==> config.mk <==
export PLATFORM = sky130hd
export DESIGN_NAME = register_file_mp_flat
export DESIGN_NICKNAME = d
export VERILOG_FILES = /design/src/rtl/register_file_pkg.sv /design/src/rtl/register_file_if.sv /design/src/rtl/register_file_read_port.sv /design/src/rtl/register_file_mp.sv /design/src/flat_wrapper.sv
export SDC_FILE = /design/constraint.sdc
export NUM_CORES = 1
export LEC_CHECK = 0
export BUFFER_PORTS_ARGS = -buffer_cell sky130_fd_sc_hd__buf_2
export CAP_MARGIN = 20
export CORE_MARGIN = 2
export CORE_UTILIZATION = 50
export CTS_CLUSTER_SIZE = 24
export DETAILED_ROUTE_END_ITERATION = 16
export PLACE_DENSITY = 0.76
export SYNTH_ARGS = -nofsm -noshare
export SYNTH_HDL_FRONTEND = slang
export SYNTH_HIERARCHICAL = 1
export SYNTH_SLANG_ARGS = --single-unit
==> constraint.sdc <==
create_clock -name clock -period 4.6 [get_ports clock]
set_clock_uncertainty 0.1 [all_clocks]
set_input_delay 0.69 -clock clock [delete_from_list [all_inputs] [get_ports clock]]
set_output_delay 0.69 -clock clock [all_outputs]
set_load 0.005 [all_outputs]
==> src/rtl/register_file_pkg.sv <==
// register_file_pkg: default register file geometry and the register-address type shared with decode and writeback
package register_file_pkg;
  localparam int DEF_DATA_WIDTH = 32;
  localparam int DEF_ADDR_WIDTH = 2;
  typedef logic [DEF_ADDR_WIDTH-1:0] reg_addr_t;
endpackage

==> src/rtl/register_file_if.sv <==
// register_file_if: read, writeback and reserve signals between the pipeline and the register file
interface register_file_if
  import register_file_pkg::*;
#(
  parameter int DATA_WIDTH = DEF_DATA_WIDTH,
  parameter int ADDR_WIDTH = DEF_ADDR_WIDTH,
  parameter int READ_PORTS = 2
);
  logic [READ_PORTS*ADDR_WIDTH-1:0] read_register;
  logic [READ_PORTS*DATA_WIDTH-1:0] read_data;
  logic [READ_PORTS-1:0] read_busy;
  logic [ADDR_WIDTH-1:0] write_register;
  logic [DATA_WIDTH-1:0] write_data;
  logic write_enable;
  logic [ADDR_WIDTH-1:0] reserve_register;
  logic reserve_enable;
  logic [2**ADDR_WIDTH-1:0] busy_vector;
  modport master (
    output read_register, write_register, write_data, write_enable, reserve_register, reserve_enable,
    input read_data, read_busy, busy_vector
  );
  modport slave (
    input read_register, write_register, write_data, write_enable, reserve_register, reserve_enable,
    output read_data, read_busy, busy_vector
  );
endinterface

==> src/rtl/register_file_read_port.sv <==
// register_file_read_port: one combinational read port with write bypass and optional zero register
module register_file_read_port
  import register_file_pkg::*;
#(
  parameter int DATA_WIDTH = DEF_DATA_WIDTH,
  parameter int ADDR_WIDTH = DEF_ADDR_WIDTH,
  parameter int ZERO_REG = 0
) (
  input  logic [ADDR_WIDTH-1:0]    addr,
  input  logic [DATA_WIDTH-1:0]    regs [2**ADDR_WIDTH],
  input  logic [2**ADDR_WIDTH-1:0] busy,
  input  logic                     byp_en,
  input  logic [ADDR_WIDTH-1:0]    wr_addr,
  input  logic [DATA_WIDTH-1:0]    wr_data,
  output logic [DATA_WIDTH-1:0]    data,
  output logic                     busy_out
);
  logic hit, zero;
  always_comb begin
    zero = ZERO_REG != 0 && addr == '0;
    hit = byp_en && wr_addr == addr;
    data = zero ? '0 : hit ? wr_data : regs[addr];
    busy_out = !zero && !hit && busy[addr];
  end
endmodule

==> src/rtl/register_file_mp.sv <==
// register_file_mp: multi-read-port register file with writeback bypass and per-register busy scoreboard
module register_file_mp
  import register_file_pkg::*;
#(
  parameter int DATA_WIDTH = DEF_DATA_WIDTH,
  parameter int ADDR_WIDTH = DEF_ADDR_WIDTH,
  parameter int READ_PORTS = 2,
  parameter int ZERO_REG = 0
) (
  input logic clock,
  input logic reset,
  register_file_if.slave bus
);
  localparam int DEPTH = 2**ADDR_WIDTH;
  logic [DATA_WIDTH-1:0] regs_q [DEPTH];
  logic [DATA_WIDTH-1:0] regs_d [DEPTH];
  logic [DEPTH-1:0] busy_q, busy_d;
  logic [READ_PORTS*DATA_WIDTH-1:0] read_data;
  logic [READ_PORTS-1:0] read_busy;
  logic byp_en;
  // reserve is applied after the write so a new producer wins over the retiring one
  always_comb begin
    regs_d = regs_q;
    busy_d = busy_q;
    if (bus.write_enable) begin
      regs_d[bus.write_register] = bus.write_data;
      busy_d[bus.write_register] = 1'b0;
    end
    if (bus.reserve_enable) busy_d[bus.reserve_register] = 1'b1;
    if (ZERO_REG != 0) begin
      regs_d[0] = '0;
      busy_d[0] = 1'b0;
    end
  end
  always_ff @(posedge clock) begin
    if (reset) begin
      regs_q <= '{default: '0};
      busy_q <= '0;
    end else begin
      regs_q <= regs_d;
      busy_q <= busy_d;
    end
  end
  assign byp_en = bus.write_enable && !reset;
  genvar g;
  for (g = 0; g < READ_PORTS; g++) begin : g_rd
    register_file_read_port #(
      .DATA_WIDTH(DATA_WIDTH),
      .ADDR_WIDTH(ADDR_WIDTH),
      .ZERO_REG(ZERO_REG)
    ) u_port (
      .addr(bus.read_register[g*ADDR_WIDTH +: ADDR_WIDTH]),
      .regs(regs_q),
      .busy(busy_q),
      .byp_en(byp_en),
      .wr_addr(bus.write_register),
      .wr_data(bus.write_data),
      .data(read_data[g*DATA_WIDTH +: DATA_WIDTH]),
      .busy_out(read_busy[g])
    );
  end
  assign bus.read_data = read_data;
  assign bus.read_busy = read_busy;
  assign bus.busy_vector = busy_q;
endmodule

==> src/flat_wrapper.sv <==
// flat-port wrapper written by rule: the top's interface ports become plain ports
module register_file_mp_flat import register_file_pkg::*;
#(
  parameter int DATA_WIDTH = DEF_DATA_WIDTH,
  parameter int ADDR_WIDTH = DEF_ADDR_WIDTH,
  parameter int READ_PORTS = 2,
  parameter int ZERO_REG = 0
)
  (clock, reset, bus_read_register, bus_write_register, bus_write_data, bus_write_enable, bus_reserve_register, bus_reserve_enable, bus_read_data, bus_read_busy, bus_busy_vector);
  register_file_if #(.DATA_WIDTH(DATA_WIDTH), .ADDR_WIDTH(ADDR_WIDTH), .READ_PORTS(READ_PORTS)) bus_i ();
  input logic clock;
  input logic reset;
  input wire logic [$bits(bus_i.read_register)-1:0] bus_read_register;
  input wire logic [$bits(bus_i.write_register)-1:0] bus_write_register;
  input wire logic [$bits(bus_i.write_data)-1:0] bus_write_data;
  input wire logic [$bits(bus_i.write_enable)-1:0] bus_write_enable;
  input wire logic [$bits(bus_i.reserve_register)-1:0] bus_reserve_register;
  input wire logic [$bits(bus_i.reserve_enable)-1:0] bus_reserve_enable;
  output wire logic [$bits(bus_i.read_data)-1:0] bus_read_data;
  output wire logic [$bits(bus_i.read_busy)-1:0] bus_read_busy;
  output wire logic [$bits(bus_i.busy_vector)-1:0] bus_busy_vector;
  assign bus_i.read_register = bus_read_register;
  assign bus_i.write_register = bus_write_register;
  assign bus_i.write_data = bus_write_data;
  assign bus_i.write_enable = bus_write_enable;
  assign bus_i.reserve_register = bus_reserve_register;
  assign bus_i.reserve_enable = bus_reserve_enable;
  assign bus_read_data = bus_i.read_data;
  assign bus_read_busy = bus_i.read_busy;
  assign bus_busy_vector = bus_i.busy_vector;
  register_file_mp #(.DATA_WIDTH(DATA_WIDTH), .ADDR_WIDTH(ADDR_WIDTH), .READ_PORTS(READ_PORTS), .ZERO_REG(ZERO_REG)) u_core (.clock(clock), .reset(reset), .bus(bus_i));
endmodule
==> impl_metrics.yaml, run 1 <==
run_status:
  status: "finished clean"
routing:
  first_pass_iters: 4
  routed_wl_mm: 18.4
  antenna_left: 0
  wl_met1_mm: 8.06
  wl_met2_mm: 9.15
  wl_met3_um: 932
  vias_per_cell: 5.64
  vias: 5322
  drc_errors: 0
  wl_per_cell_um: 19.5
  top_layer_used: "met4"
  drt_iter0_drc: 317
place:
  io_buffers: 113
  dpl-instance-area_um2: 8530
  hpwl_mm: 11.9
  globalplace.congestion: 0.779
floorplanning:
  core_um2: 15300
  start_util: 0.517
  die_w_um: 130
  fp.dieH_um: 130
  ios: 114
  rows: 45
  dieArea_um2: 16800
clock_tree:
  clk_pin_slew_ns: 0.06
  post_cts_resized: 0
  cts.sinks: 132
  clkLatencyLatePin_ns: 0.40
  numCtsBuffers: 17
  cts.path.max_buffers: 2
  cts_max_level: 4
  cts_hold_buf: 0
  root_buffer: "clkbuf_16"
  cts_setup_buffers: 0
  cts_tree: "yes"
global_route:
  grt.overflow.total: 0
  grt_pass1_wl_mm: 28.9
  antenna_found_initial: 0
  grt_pass1_vias: 5562
  grt_max_degree: 101
  track_usage: 0.226
sta:
  rsz0062_at_grt: "false"
  finalSetupViolCount: 0
  max-slew-margin-rel: 0.371
  fmax_ghz: 0.311
  period_needed_ns: 3.22
  finalHoldViolations: 0
  setup-tns-final_ns: 0
  tightest_slew_ns: 0.941
  post-route-period-util: 0.699
  slew_viol_final: 0
  hold_ws_ns: 0.385
worst_setup_path:
  cp_max_fo: 16
  cp-end-kind: "primary output"
  cp-start-kind: "input pin"
  reg2reg_setup_slack_ns: 3.80
  reg2reg_to: "u_core/bus.busy_vector[1]$_SDFF_PP0_"
  path_class: "input pin to primary output"
  rr_worst_depth: 1
  cp.arrival_ns: 2.43
  crit_required_ns: 3.81
  r2r_start: "u_core/bus.busy_vector[1]$_SDFF_PP0_"
power_and_ir_drop:
  irDropWorstVdd_mv: 0.251
  p_leak_nw: 4.33
  powerDensity_nw_per_um2: 332
yosys:
  synth_nets: 673
  synth_cell_type_count: 27
  avgSynthCellArea_um2: 12.6
  synth_area_um2: 7910
  yosys_warnings: 6
  netlist_instances: 629
  ys_ff_latch: 132
  synth-seq-area-share: 0.334
final_layout:
  stdcell_area_um2: 9160
  fin_nets: 763
  drive_above_1_share: 0.396
  syn_to_final_growth_pct: 15.8
  num_antenna_cells: 0
  n_fill_cell: 1310
  fin_util: 0.598
run:
  maxCapViolCount: 0
worst_hold_path:
  min_path_cells: 2
  hold_class: "flop to flop"
  hold_end: "u_core/regs_q[87]$_SDFFE_PP0P_"
  min_from: "u_core/regs_q[87]$_SDFFE_PP0P_"
==> placed cells by master, fill, tap and decap left out, types with 2 or more instances in the layout <==
cell type	count
a31o_2	4
and2_1	2
buf_12	2
buf_2	112
buf_4	12
bufinv_16	4
clkbuf_16	17
clkbuf_8	3
clkinv_2	7
dfxtp_1	132
mux2_2	6
mux2_4	58
mux2i_1	128
mux4_1	6
mux4_2	60
nand2b_1	160
nand3_2	3
nand3b_1	2
nor4bb_1	2
xnor2_1	4
==> state kept, by name, indices dropped and copies added (netlist names) <==
signal and count:
u_core/bus.busy_vector 4, u_core/regs_q 128
==> synth_stat cells (all sizes together) <==
library cell / count / area, um^2
a31o: 4 / 35.0
and2: 2 / 12.5
and3b: 1 / 8.76
and4b: 1 / 10.0
buf: 32 / 268
clkbuf: 23 / 86.3
dfxtp: 132 / 2640
inv: 1 / 3.75
mux2: 64 / 938
mux2i: 128 / 1280
mux4: 66 / 1510
nand2b: 160 / 1000
nand3: 3 / 15.0
nand3b: 2 / 15.0
nor2b: 1 / 6.26
nor3b: 1 / 7.51
nor4b: 1 / 8.76
nor4bb: 2 / 20.0
or3b: 1 / 8.76
xnor2: 4 / 35.0
==> per-stage QoR <==
step	total power, W	setup slack [ns]	std cells
finish	0.00304	1.38	943
global route	0.00315	1.26	943
CTS	0.00307	1.36	943
detailed placement	0.00164	1.39	911
global placement	0.00163	1.39	911
floorplan	0.00152	2.03	629
==> worst max path at each step <==
stage | startpoint | end | slack (ns)
3_3_place_gp | bus_read_register[2] | bus_read_data[33] | 1.39
5_1_grt | bus_read_register[2] | bus_read_data[32] | 1.26
4_1_cts | bus_read_register[2] | bus_read_data[32] | 1.36
3_5_place_dp | bus_read_register[2] | bus_read_data[32] | 1.39
6_report | bus_read_register[2] | bus_read_data[32] | 1.38
2_1_floorplan | bus_read_register[1] | bus_read_data[22] | 2.03
==> kinds of logic (layout without fill, tap and decap cells) <==
| kind of cell | after synthesis | after routing | share of synthesized area |
|---|---|---|---|
| buffers and inverters | 56 | 159 | 0.0452 |
| DFF | 132 | 132 | 0.334 |
| muxes | 258 | 258 | 0.471 |
| xor gates and xnor gates | 4 | 4 | 0.00443 |
| AOI/OAI and AO/OA | 4 | 4 | 0.00443 |
| and+or+nand+nor | 175 | 175 | 0.141 |
==> layout make-up <==
class,count,area [um^2],area share
Clock inverter,11,155,0.0169
Sequential cell,132,2640,0.288
Clock buffer,21,470,0.0514
Inverter,1,3.75,0.000410
Timing Repair Buffer,126,691,0.0754
Multi-Input combinational cell,441,4930,0.539
Tap cell,211,264,0.0288
==> report_power, final <==
part	total [W]	internal (W)	switching, W
combinational	0.000401	0.000219	0.000182
clock	0.00143	0.000943	0.000482
sequential	0.00122	0.00119	0.0000304
==> routing by layer <==
| metal | vias to the layer above | track usage |
|---|---|---|
| li1 | 2473 | - |
| met1 | 2679 | 0.285 |
| met2 | 149 | 0.383 |
| met3 | 21 | 0.0476 |
| met4 | 0 | 0.0873 |
| met5 | - | 0 |
==> critical path: stages <==
cell,delay (ns)
buf_2,0.29
buf_4,0.40
mux4_1,0.62
mux2_2,0.28
buf_2,0.12
Note: power is estimated with default switching activity, not from simulation.
==> run 2, diff against run 1 <==
- clock period: 4.6 -> 3 ns (I/O delays scaled with it)
==> impl_metrics.yaml, run 2 (synthesis gave the netlist of run 1 again) <==
global_route:
  grt_pass1_wl_mm: 29.2
  use_met1: 0.294
  grt_max_degree: 95
  grt_pass1_vias: 5595
  track_usage: 0.228
  met2_usage: 0.376
  antenna_found_initial: 1
  grt.overflow.total: 0
  grt_busiest_layer: "met2"
  use_met3: 0.0558
routing:
  first_pass_iters: 5
  antenna_left: 0
  routed_wl_mm: 18.3
  wl_per_cell_um: 19.4
  vias: 5277
  drc_errors: 0
  vias_per_cell: 5.58
  drt_iter0_drc: 422
final_layout:
  n_fill_cell: 1243
  fin_nets: 768
  final_cell_mix: "nand2b_1, dfxtp_1, mux2i_1"
  fin_util: 0.599
  drive_above_1_share: 0.394
  syn_to_final_growth_pct: 16.0
  layout_commonest_cell: "nand2b_1"
  largest_reg_flops: 128
  regArea_um2: 2640
  largest-register: "u_core/regs_q"
  multi_input_area_um2: 4930
  num_antenna_cells: 0
  final_cells: 945
worst_setup_path:
  cp.arrival_ns: 1.95
  crit_family: "buffers and inverters"
  cp_common_cell: "buf_2"
  worst-path-buf-inv: 4
  crit_required_ns: 2.45
  cp-end-kind: "primary output"
  critical_path.cell_chain: "buf_2 -> buf_12 -> xnor2_1 -> nand3_2 -> buf_4 -> mux2_2 -> buf_2"
  cp_max_fo: 34
  reg2reg_setup_slack_ns: 2.12
  path_class: "input pin to primary output"
  cp_slowest_cell: "mux2_2"
  r2r_start: "u_core/regs_q[111]$_SDFFE_PP0P_"
  cp-start-kind: "input pin"
  max_stage_delay_ns: 0.37
  crit_start: "bus_read_register[2]"
clock_tree:
  post_cts_resized: 0
  cts.path.max_buffers: 2
  root_buffer: "clkbuf_16"
  clkLatencyLatePin_ns: 0.42
  clk_pin_slew_ns: 0.06
  cts_max_level: 4
  cts_setup_buffers: 0
  cts.sinks: 132
  cts_tree: "yes"
  numCtsBuffers: 17
  cts_hold_buf: 0
sta:
  rsz0062_at_grt: "false"
  hold_ws_ns: 0.292
  finalSetupViolCount: 0
  max-slew-margin-rel: 0.423
  post-route-period-util: 0.833
  finalHoldViolations: 0
  tightest_slew_ns: 0.866
  fmax_ghz: 0.400
  slew_viol_final: 0
  period_needed_ns: 2.50
  setup-tns-final_ns: 0
run:
  maxCapViolCount: 0
floorplanning:
  die_w_um: 130
  dieArea_um2: 16800
  rows: 45
  core_um2: 15300
  start_util: 0.517
  ios: 114
  fp.dieH_um: 130
power_and_ir_drop:
  pwr-share-clk: 0.454
  seqPwrFrac: 0.409
  comb_power_share: 0.137
  power.internal_w: 0.00352
  p_switching_w: 0.00104
  irDropWorstVdd_mv: 0.408
  powerDensity_nw_per_um2: 496
  swShare: 0.229
  p_leak_nw: 4.33
place:
  globalplace.congestion: 0.780
  io_buffers: 113
  hpwl_mm: 11.9
  dp_cells: 916
worst_hold_path:
  hold_class: "input pin to flop"
  min_from: "bus_write_data[31]"
run_status:
  status: "finished clean"
## run 2: final timing paths
kind / end / depth (start not counted)
worst min register to register: u_core/regs_q[91]$_SDFFE_PP0P_ / 2
worst max-delay path: bus_read_data[63] / 7
worst min-delay path: u_core/regs_q[95]$_SDFFE_PP0P_ / 3
worst max register to register: u_core/regs_q[111]$_SDFFE_PP0P_ / 2
## run 2: power by group through the flow
| stage | logic [W] | registers (W) | clock network, W |
|---|---|---|---|
| 6_report | 0.000624 | 0.00187 | 0.00207 |
| 3_5_place_dp | 0.000626 | 0.00190 | 0 |
| 4_1_cts | 0.000630 | 0.00186 | 0.00210 |
| 5_1_grt | 0.000670 | 0.00187 | 0.00218 |
| 2_1_floorplan | 0.000447 | 0.00189 | 0 |
| 3_3_place_gp | 0.000613 | 0.00189 | 0 |
## run 2: layout make-up
class                      instances  area share
multi-input combinational        441       0.537
timing repair buffer             131      0.0821
inverter                           1    0.000409
clock inverter                     5      0.0109
sequential                       132       0.288
tap                              211      0.0288
clock buffer                      24      0.0525
## run 2: through the flow
stage	setup slack (ns)	power (W)	instance area, um^2
after floorplan	0.910	0.00233	7910
after global placement	0.541	0.00251	8600
after detailed placement	0.485	0.00253	8600
after CTS	0.479	0.00459	9180
after global routing	0.394	0.00473	9180
final	0.501	0.00456	9180
## run 2: tightest hold or removal path, cell delays in order
cell      delay [ns]
buf_2           0.10
nand2b_1        0.10
mux2i_1         0.13
## run 2: metal layers
metal,routed length [um],share of wire,up-vias
li1,-,-,2480
met1,8070,0.44,2630
met2,9100,0.50,149
met3,905,0.049,18
met4,249,0.014,0
met5,0,0,-
